File: src/rtl/pc_file_rr.sv
// rtl/pc_file_rr.sv - multi-task round-robin program counter file for fetch
//
// Holds one halfword-aligned PC per hardware task. Each cycle it presents one
// fetch address for the current task, then hands over to the next active task.
// Bit 0 of every address is always zero.
//
// Ports:
//   clk        in   clock, all state on rising edge
//   a_rst      in   asynchronous active-low reset
//   hold       in   freeze fetch: no increment, no scheduler advance, prev kept
//   ws         in   redirect strobe
//   w_ts       in   task to redirect
//   i_pc       in   redirect target (bit 0 ignored)
//   start      in   task start strobe
//   start_ts   in   task to start
//   start_pc   in   first fetch address of the started task (bit 0 ignored)
//   stop       in   task stop strobe
//   stop_ts    in   task to stop
//   o_valid    out  o_pc is a real fetch this cycle
//   o_ts       out  task issuing o_pc
//   o_pc       out  fetch address
//   o_prev_ts  out  task of the last accepted fetch
//   o_prev_pc  out  address of the last accepted fetch
//   o_active   out  active-task mask
module pc_file_rr #(
  parameter  int ADDR_W = 16,
  parameter  int TASKS  = 4,
  localparam int TS_W   = $clog2(TASKS)
) (
  input  logic              clk,
  input  logic              a_rst,
  input  logic              hold,
  input  logic              ws,
  input  logic [TS_W-1:0]   w_ts,
  input  logic [ADDR_W-1:0] i_pc,
  input  logic              start,
  input  logic [TS_W-1:0]   start_ts,
  input  logic [ADDR_W-1:0] start_pc,
  input  logic              stop,
  input  logic [TS_W-1:0]   stop_ts,
  output logic              o_valid,
  output logic [TS_W-1:0]   o_ts,
  output logic [ADDR_W-1:0] o_pc,
  output logic [TS_W-1:0]   o_prev_ts,
  output logic [ADDR_W-1:0] o_prev_pc,
  output logic [TASKS-1:0]  o_active
);

  localparam int PW = ADDR_W - 1;

  // Each pc holds "next fetch minus one" in halfword units, so the address
  // presented is always pc+1. Reset to all-ones makes the first fetch 0.
  logic [PW-1:0]     pc_q [TASKS];
  logic [PW-1:0]     pc_d [TASKS];
  logic [TASKS-1:0]  active_q, active_d;
  logic [TS_W-1:0]   cur_q, cur_d;
  logic [TS_W-1:0]   prev_ts_q, prev_ts_d;
  logic [ADDR_W-1:0] prev_pc_q, prev_pc_d;

  logic              accept;
  logic [PW-1:0]     pc_inc;
  logic [TASKS-1:0]  start_bit;
  logic [TASKS-1:0]  stop_bit;
  logic [TS_W-1:0]   idx;
  logic              found;
  logic              unused_lsbs;

  assign unused_lsbs = ^{i_pc[0], start_pc[0]};

  assign pc_inc    = pc_q[cur_q] + PW'(1);
  assign o_valid   = active_q[cur_q];
  assign o_ts      = cur_q;
  assign o_pc      = {pc_inc, 1'b0};
  assign o_prev_ts = prev_ts_q;
  assign o_prev_pc = prev_pc_q;
  assign o_active  = active_q;

  assign accept = o_valid & ~hold;

  always_comb begin
    start_bit = '0;
    stop_bit  = '0;
    for (int t = 0; t < TASKS; t++) begin
      start_bit[t] = start && (start_ts == TS_W'(t));
      stop_bit[t]  = stop  && (stop_ts  == TS_W'(t));
      pc_d[t]      = pc_q[t];
      // Priority: start (unless stopped the same cycle) > redirect > increment.
      if (start_bit[t] && !stop_bit[t]) begin
        pc_d[t] = start_pc[ADDR_W-1:1] - PW'(1);
      end else if (ws && (w_ts == TS_W'(t))) begin
        pc_d[t] = i_pc[ADDR_W-1:1] - PW'(1);
      end else if (accept && (cur_q == TS_W'(t))) begin
        pc_d[t] = pc_inc;
      end
    end

    active_d = (active_q | start_bit) & ~stop_bit;

    // Round-robin: scan cur+1 .. cur+TASKS, so cur itself is considered last
    // and a lone active task is re-selected every cycle.
    cur_d = cur_q;
    idx   = '0;
    found = 1'b0;
    if (!hold) begin
      for (int k = 1; k <= TASKS; k++) begin
        idx = cur_q + TS_W'(k);
        if (!found && active_d[idx]) begin
          cur_d = idx;
          found = 1'b1;
        end
      end
    end

    prev_ts_d = prev_ts_q;
    prev_pc_d = prev_pc_q;
    if (accept) begin
      prev_ts_d = cur_q;
      prev_pc_d = o_pc;
    end
  end

  always_ff @(posedge clk or negedge a_rst) begin
    if (!a_rst) begin
      for (int t = 0; t < TASKS; t++) begin
        pc_q[t] <= '1;
      end
      active_q  <= TASKS'(1);
      cur_q     <= '0;
      prev_ts_q <= '0;
      prev_pc_q <= '0;
    end else begin
      for (int t = 0; t < TASKS; t++) begin
        pc_q[t] <= pc_d[t];
      end
      active_q  <= active_d;
      cur_q     <= cur_d;
      prev_ts_q <= prev_ts_d;
      prev_pc_q <= prev_pc_d;
    end
  end

endmodule

File: config.mk
export PLATFORM = sky130hd
export DESIGN_NAME = pc_file_rr
export DESIGN_NICKNAME = d
export VERILOG_FILES = /design/src/rtl/pc_file_rr.sv
export SDC_FILE = /design/constraint.sdc
export NUM_CORES = 1
export LEC_CHECK = 0
export ABC_AREA = 1
export CAP_MARGIN = 25
export CELL_PAD_IN_SITES_DETAIL_PLACEMENT = 1
export CELL_PAD_IN_SITES_GLOBAL_PLACEMENT = 1
export CORE_ASPECT_RATIO = 0.6
export CORE_MARGIN = 4
export CORE_UTILIZATION = 40
export DETAILED_ROUTE_END_ITERATION = 7
export HOLD_SLACK_MARGIN = 0.12
export PLACE_DENSITY = 0.79
export RECOVER_POWER = 25
export SLEW_MARGIN = 40
export SYNTH_ARGS = -nofsm -noshare
export SYNTH_HDL_FRONTEND = slang
export SYNTH_SLANG_ARGS = --single-unit
File: constraint.sdc
create_clock -name clk -period 2.4 [get_ports clk]
set_input_delay 0.48 -clock clk [delete_from_list [all_inputs] [get_ports clk]]
set_output_delay 0.48 -clock clk [all_outputs]
set_load 0.03 [all_outputs]
# [Yosys cells after proc, flatten, opt, wreduce, memory -nomap -nowiden]
# Cells that the tools add are included.
[totals] regBits=83 latchBits=0 ram_bits=0 rom_bits=0 inputBits=44 n_memories=0
[classes] add_sub_neg=6 multipliers=0 div=0 magnitude_cmp=5 eq_ne=12 shifts=0 mux=34 bitwise=7 n_reduce_logical=40
[op_table] cell="15-bit two-way mux" n=14
[op_table] cell="15-bit binary-select mux with 2-bit select" n=1
[op_table] cell="15-bit by 1-bit subtractor with 15-bit output, second input constant" n=2
[op_table] cell="1-bit logical AND" n=23
[op_table] cell="2-bit equality test, second input constant" n=8
[op_table] cell="15-bit by 1-bit adder with 15-bit output, second input constant" n=1
[op_table] cell="3-bit nonzero test" n=5
[op_table] cell="2-bit by 3-bit less-than comparator with 1-bit output, second input constant" n=4
[op_table] cell="1-bit two-way mux" n=11
[op_table] cell="1-bit binary-select mux with 2-bit select" n=5
[op_table] cell="2-bit by 1-bit equality test with 1-bit output, second input constant" n=4
[op_table] cell="2-bit logical NOT" n=4
[op_table] cell="1-bit logical NOT" n=7
[op_table] cell="2-bit two-way mux" n=3
[op_table] cell="2-bit adder, second input constant" n=2
[op_table] cell="4-bit bitwise AND" n=1
[op_table] cell="4-bit NOT" n=1
[op_table] cell="4-bit bitwise OR" n=1
[op_table] cell="3-bit >= comparator, second input constant" n=1
[op_table] cell="2-bit NOT with 3-bit output" n=1
[op_table] cell="3-bit AND reduction" n=1
[op_table] cell="2-bit by 1-bit adder with 2-bit output, second input constant" n=1
[op_table] cell="1-bit NOT" n=2
[op_table] cell="1-bit bitwise AND" n=1

# [Depth between registers and ports, before layout]
# Gate-level depths: netlist of run 1.
[logic_depth] ltp_word=20 depth_mapped=15 depth_no_buf=14

# [Worst setup path after synthesis of run 1]
# Ideal clock, no wire load.
[synth_path] path_kind="register to output" from="reg cur_q[1], in the netlist o_ts[1]" to="out o_pc[15]" arrival_time_ns=2.110 required_time_ns=1.920 slack_ns=-0.190 stages_incl_launch_ff=12 n_path_buf=2 path_cell_list="dfrtp_1 buf_4 buf_2 o211ai_1 nand2_2 ha_1 nand3_4 nor2_1 nand2_1 nand2_2 nand2_1 inv_1"
[synth_via] elab_chain_cells=5
[synth_rtl] element="from (decl)" line="56" text="logic [TS_W-1:0] cur_q, cur_d;"
[synth_rtl] element="from (signal assigned)" line="136" text="cur_q <= cur_d;"
[synth_rtl] element="2-bit NOT with 3-bit output (implied by the code)" line="70" text="assign pc_inc = pc_q[cur_q] + PW'(1);"
[synth_rtl] element="15-bit binary-select mux with 2-bit select" line="70"
[synth_rtl] element="15-bit two-way mux (implied by the code) (2 in a row)" line="70"
[synth_rtl] element="15-bit by 1-bit adder with 15-bit output" line="70"
[synth_rtl] element="to (decl)" line="43" text="output logic [ADDR_W-1:0] o_pc,"
# Every way passes these cells. The select of a mux whose other input is x is not followed.

# [Final worst setup path of run 1]
[layout_path] from="reg cur_q[0], in the netlist o_ts[0]" to="reg prev_pc_q[13], in the netlist o_prev_pc[13]"
[layout_via] elab_chain_cells=5
[layout_rtl] element="2-bit NOT with 3-bit output (implied by the code)" line="70"
[layout_rtl] element="15-bit binary-select mux with 2-bit select" line="70"
[layout_rtl] element="15-bit two-way mux (implied by the code) (2 in a row)" line="70"
[layout_rtl] element="15-bit by 1-bit adder with 15-bit output" line="70"
[layout_rtl] element="to (signal assigned)" line="138" text="prev_pc_q <= prev_pc_d;"
[layout_rtl] element="to (decl)" line="58" text="logic [ADDR_W-1:0] prev_pc_q, prev_pc_d;"
# Parallel ways exist; a longest one is shown, timed or not. The select of a mux whose other input is x is not followed.
# A chain may end at the register's enable or synchronous reset.

==> flow_metrics.tcl, run 1 <==
set metrics [dict create \
    holdWs_ns 0.5130 \
    die_x_um 176.5 \
    die_y_um 109.1 \
    pre_cts_ws_ns -0.2865 \
    syn2layout_area_growth_pct 53.51 \
    io_pins 85 \
    vias 9741 \
    post_drt_wl_per_cell_um 26.36 \
    relSlewSlack_pct 34.93 \
    arrival_ns 3.30 \
    cts_tree "yes" \
    rsz0062_at_grt "yes" \
    diodes 0 \
    synth.most_common_cell "nand2_1" \
    grt_antenna_before_repair 1 \
    ys_types 46 \
    htreeDepth 3 \
    routed.top_layer "met5" \
    drv_cap 0 \
    grt.overflow.total 0 \
    finalCriticalPeriod_ns 3.017 \
    regArea_sq_mm 0.002156 \
    violations "negative setup slack" \
    synth_area_leaders "dfstp_2, nand2_1, dfrtp_1, nand3_1, inv_1" \
    drc 0 \
    num-fill-cells 2132 \
    p_per_area_mw_per_mm2 1807 \
    wl_met3_um 4884 \
    crit_required_ns 2.69 \
    crit_type "flop to flop" \
    placed_area_sq_mm 0.009070 \
    rows 36 \
    cp_max_fo 7 \
    firstDrtPassIters 6 \
    vdd_ir_drop_max_mv 0.9355 \
    setup_slack_ns -0.6168 \
    clk_latency_ns 0.37 \
    dpl.cell_count 1517 \
    fin_skew_ns 0.01050 \
    async_flop_share_pct 100.0 \
    grt_max_degree 33 \
    root_buffer "clkbuf_16" \
    wirelength_um 41780 \
    finalCritPeriodShare_pct 125.7 \
    dr_wl_met2_um 18420 \
    power.leakage_nw 5.161 \
    synth_top_area_cell "dfstp_2" \
    dieArea_sq_mm 0.01926 \
    drt-met1-wl_um 15600 \
    setup_viol 39 \
    cp-start-kind "flop" \
    place_congestion 0.8990 \
    synth_cells 1079 \
    numCtsBuffers 9 \
    cts.clk_slew.worst_paths_ns 0.08 \
    syn_avg_cell_area_sq_um 6.317 \
    drtIter0Drc 1379 \
    antenna_left 0 \
    ys.flop_type "dfstp_2" \
    fin_cells 1585 \
    fmax_mhz 331.5 \
    end_kind "flop" \
    nNetsFinal 1403 \
    ys_seq_area_share_pct 31.59 \
    yosys_warnings 0 \
    core_sq_mm 0.01649 \
    hold_violations 0 \
    synth_top_cell_area_share_pct 23.51 \
    initial_core_util_pct 41.35 \
    hold_class "flop to flop" \
    ys_seq_elements 83 \
    grt_pass1_vias 9200 \
    dpl.hpwl_um 23480 \
    netlist_top_cells_count "nand2_1, inv_1, nor2_1" \
    synth_edf_count 0 \
    via_per_inst 6.146 \
    grt_pass1_wl_um 51090 \
    drive_gt1_share_pct 36.99 \
    grt_usage_pct 34.46 \
    status "finished, violations left" \
    cts_num_sinks 83 \
    multi_input_area_sq_mm 0.004413 \
    clock_path_buffers 2 \
    netlist_area_sq_mm 0.006817 \
    slew_viol_final 0 \
    tightest_slew_ns 0.9760 \
    port_buffers 80 \
    fin_area_sq_mm 0.01046 \
]
[logic make-up after synthesis]
family / synth area share, %
and+or+nand+nor: 40.24
xor gates and xnor gates: 2.423
AOI/OAI and AO/OA: 13.33
adders and majority gates: 1.285
buffers and inverters: 11.09
other: 0.05501
DFF: 31.59
[where the power goes]
group	total (W)	switching (W)	internal, W
combinational	0.0142	0.00844	0.00579
clock	0.00164	0.000719	0.000922
sequential	0.00304	0.000586	0.00245
total	0.0189	0.00974	0.00916
[timing repair]
| item | 4_1_cts | 5_1_grt |
|---|---|---|
| endpoints found under the setup margin | 19 | 62 |
| buffers inserted | 30 | 23 |
| endpoints found under the hold margin | 9 | 0 |
| pin swaps | 24 | 38 |
| cloned | 0 | 1 |
| gates resized for setup | 81 | 111 |
| hold buffers | 1 | 0 |
[worst paths after layout]
check | start | end | slack, ns | cells past startpoint
worst max register to register | o_ts[0]$_DFFE_PN0P_ | o_prev_pc[13]$_DFFE_PN0P_ | -0.62 | 21
worst min-delay path | pc_q[42]$_DFFE_PN1P_ | pc_q[42]$_DFFE_PN1P_ | 0.51 | 2
min in group asynchronous | a_rst | o_ts[1]$_DFFE_PN0P_ | 0.79 | 2
worst min register to register | pc_q[42]$_DFFE_PN1P_ | pc_q[42]$_DFFE_PN1P_ | 0.51 | 2
worst max-delay path | o_ts[0]$_DFFE_PN0P_ | o_prev_pc[13]$_DFFE_PN0P_ | -0.62 | 21
max in group asynchronous | a_rst | pc_q[30]$_DFFE_PN1P_ | 0.52 | 3
[worst max-delay path, cell delays in order (launching register included)]
cell       delay [ns]
dfrtp_2          0.48
clkinv_4         0.11
buf_12           0.15
clkbuf_16        0.16
nand2_1          0.07
nand3_1          0.11
nand2_2          0.11
buf_4            0.17
inv_2            0.09
nand2_1          0.08
nor2_2           0.20
nand2_2          0.09
nand2_2          0.07
nand2_2          0.06
buf_4            0.13
buf_4            0.12
buf_4            0.12
buf_4            0.13
buf_4            0.12
buf_4            0.11
buf_4            0.12
o21ai_1          0.13
[through the flow]
step | setup TNS, ns | power, W | utilization [%]
2_1_floorplan | 0 | 0.008429 | -
3_5_place_dp | -6.815 | 0.01321 | 55.02
5_1_grt | -12.58 | 0.01954 | 63.47
4_1_cts | -4.642 | 0.01618 | 60.03
3_3_place_gp | -3.067 | 0.01282 | 55.02
6_report | -9.354 | 0.01890 | 63.47
[routing by layer]
metal	global-route usage, %	vias up
met5	0	-
met4	10.71	2
met3	8.905	305
met2	57.41	802
met1	44.28	4685
li1	-	3947
[flip-flops by register name, summed over array words and instances (netlist names)]
signal and count:
o_ts 2, o_prev_ts 2, pc_q 60, o_prev_pc 15, o_active 4
[layout by cell type, fill, tap and decap left out, types with 3 or more instances in the layout]
master	n
a31oi_1	3
o21ai_0	55
clkinv_1	4
nand2_2	71
a21oi_2	16
clkdlybuf4s50_1	61
nand2_1	299
o21ai_2	5
nand3_2	17
clkbuf_2	3
nor2_2	9
xor2_1	6
inv_1	114
clkbuf_16	10
buf_6	33
dfstp_2	61
o211ai_1	5
o21ai_1	8
nor2_1	103
buf_4	181
nand3_1	84
ha_1	6
nor2_4	17
nand2_4	17
or2_2	5
a21oi_1	55
dfrtp_1	20
xnor2_1	8
buf_12	17
inv_2	13
[cell type report]
class,count,area share (%)
clock inverter,7,0.9446
inverter,134,4.903
clock buffer,9,2.152
multi-input combinational,823,42.17
timing repair buffer,301,26.50
tap,228,2.726
sequential,83,20.60
Power figures use the tool's default switching activity.
==> inputs of run 2 (changes only) <==
Settings changed: CAP_MARGIN 25 to 20.
==> results of run 2 <==
Same layout as run 1: the final DEF is identical, and so are final timing and power.
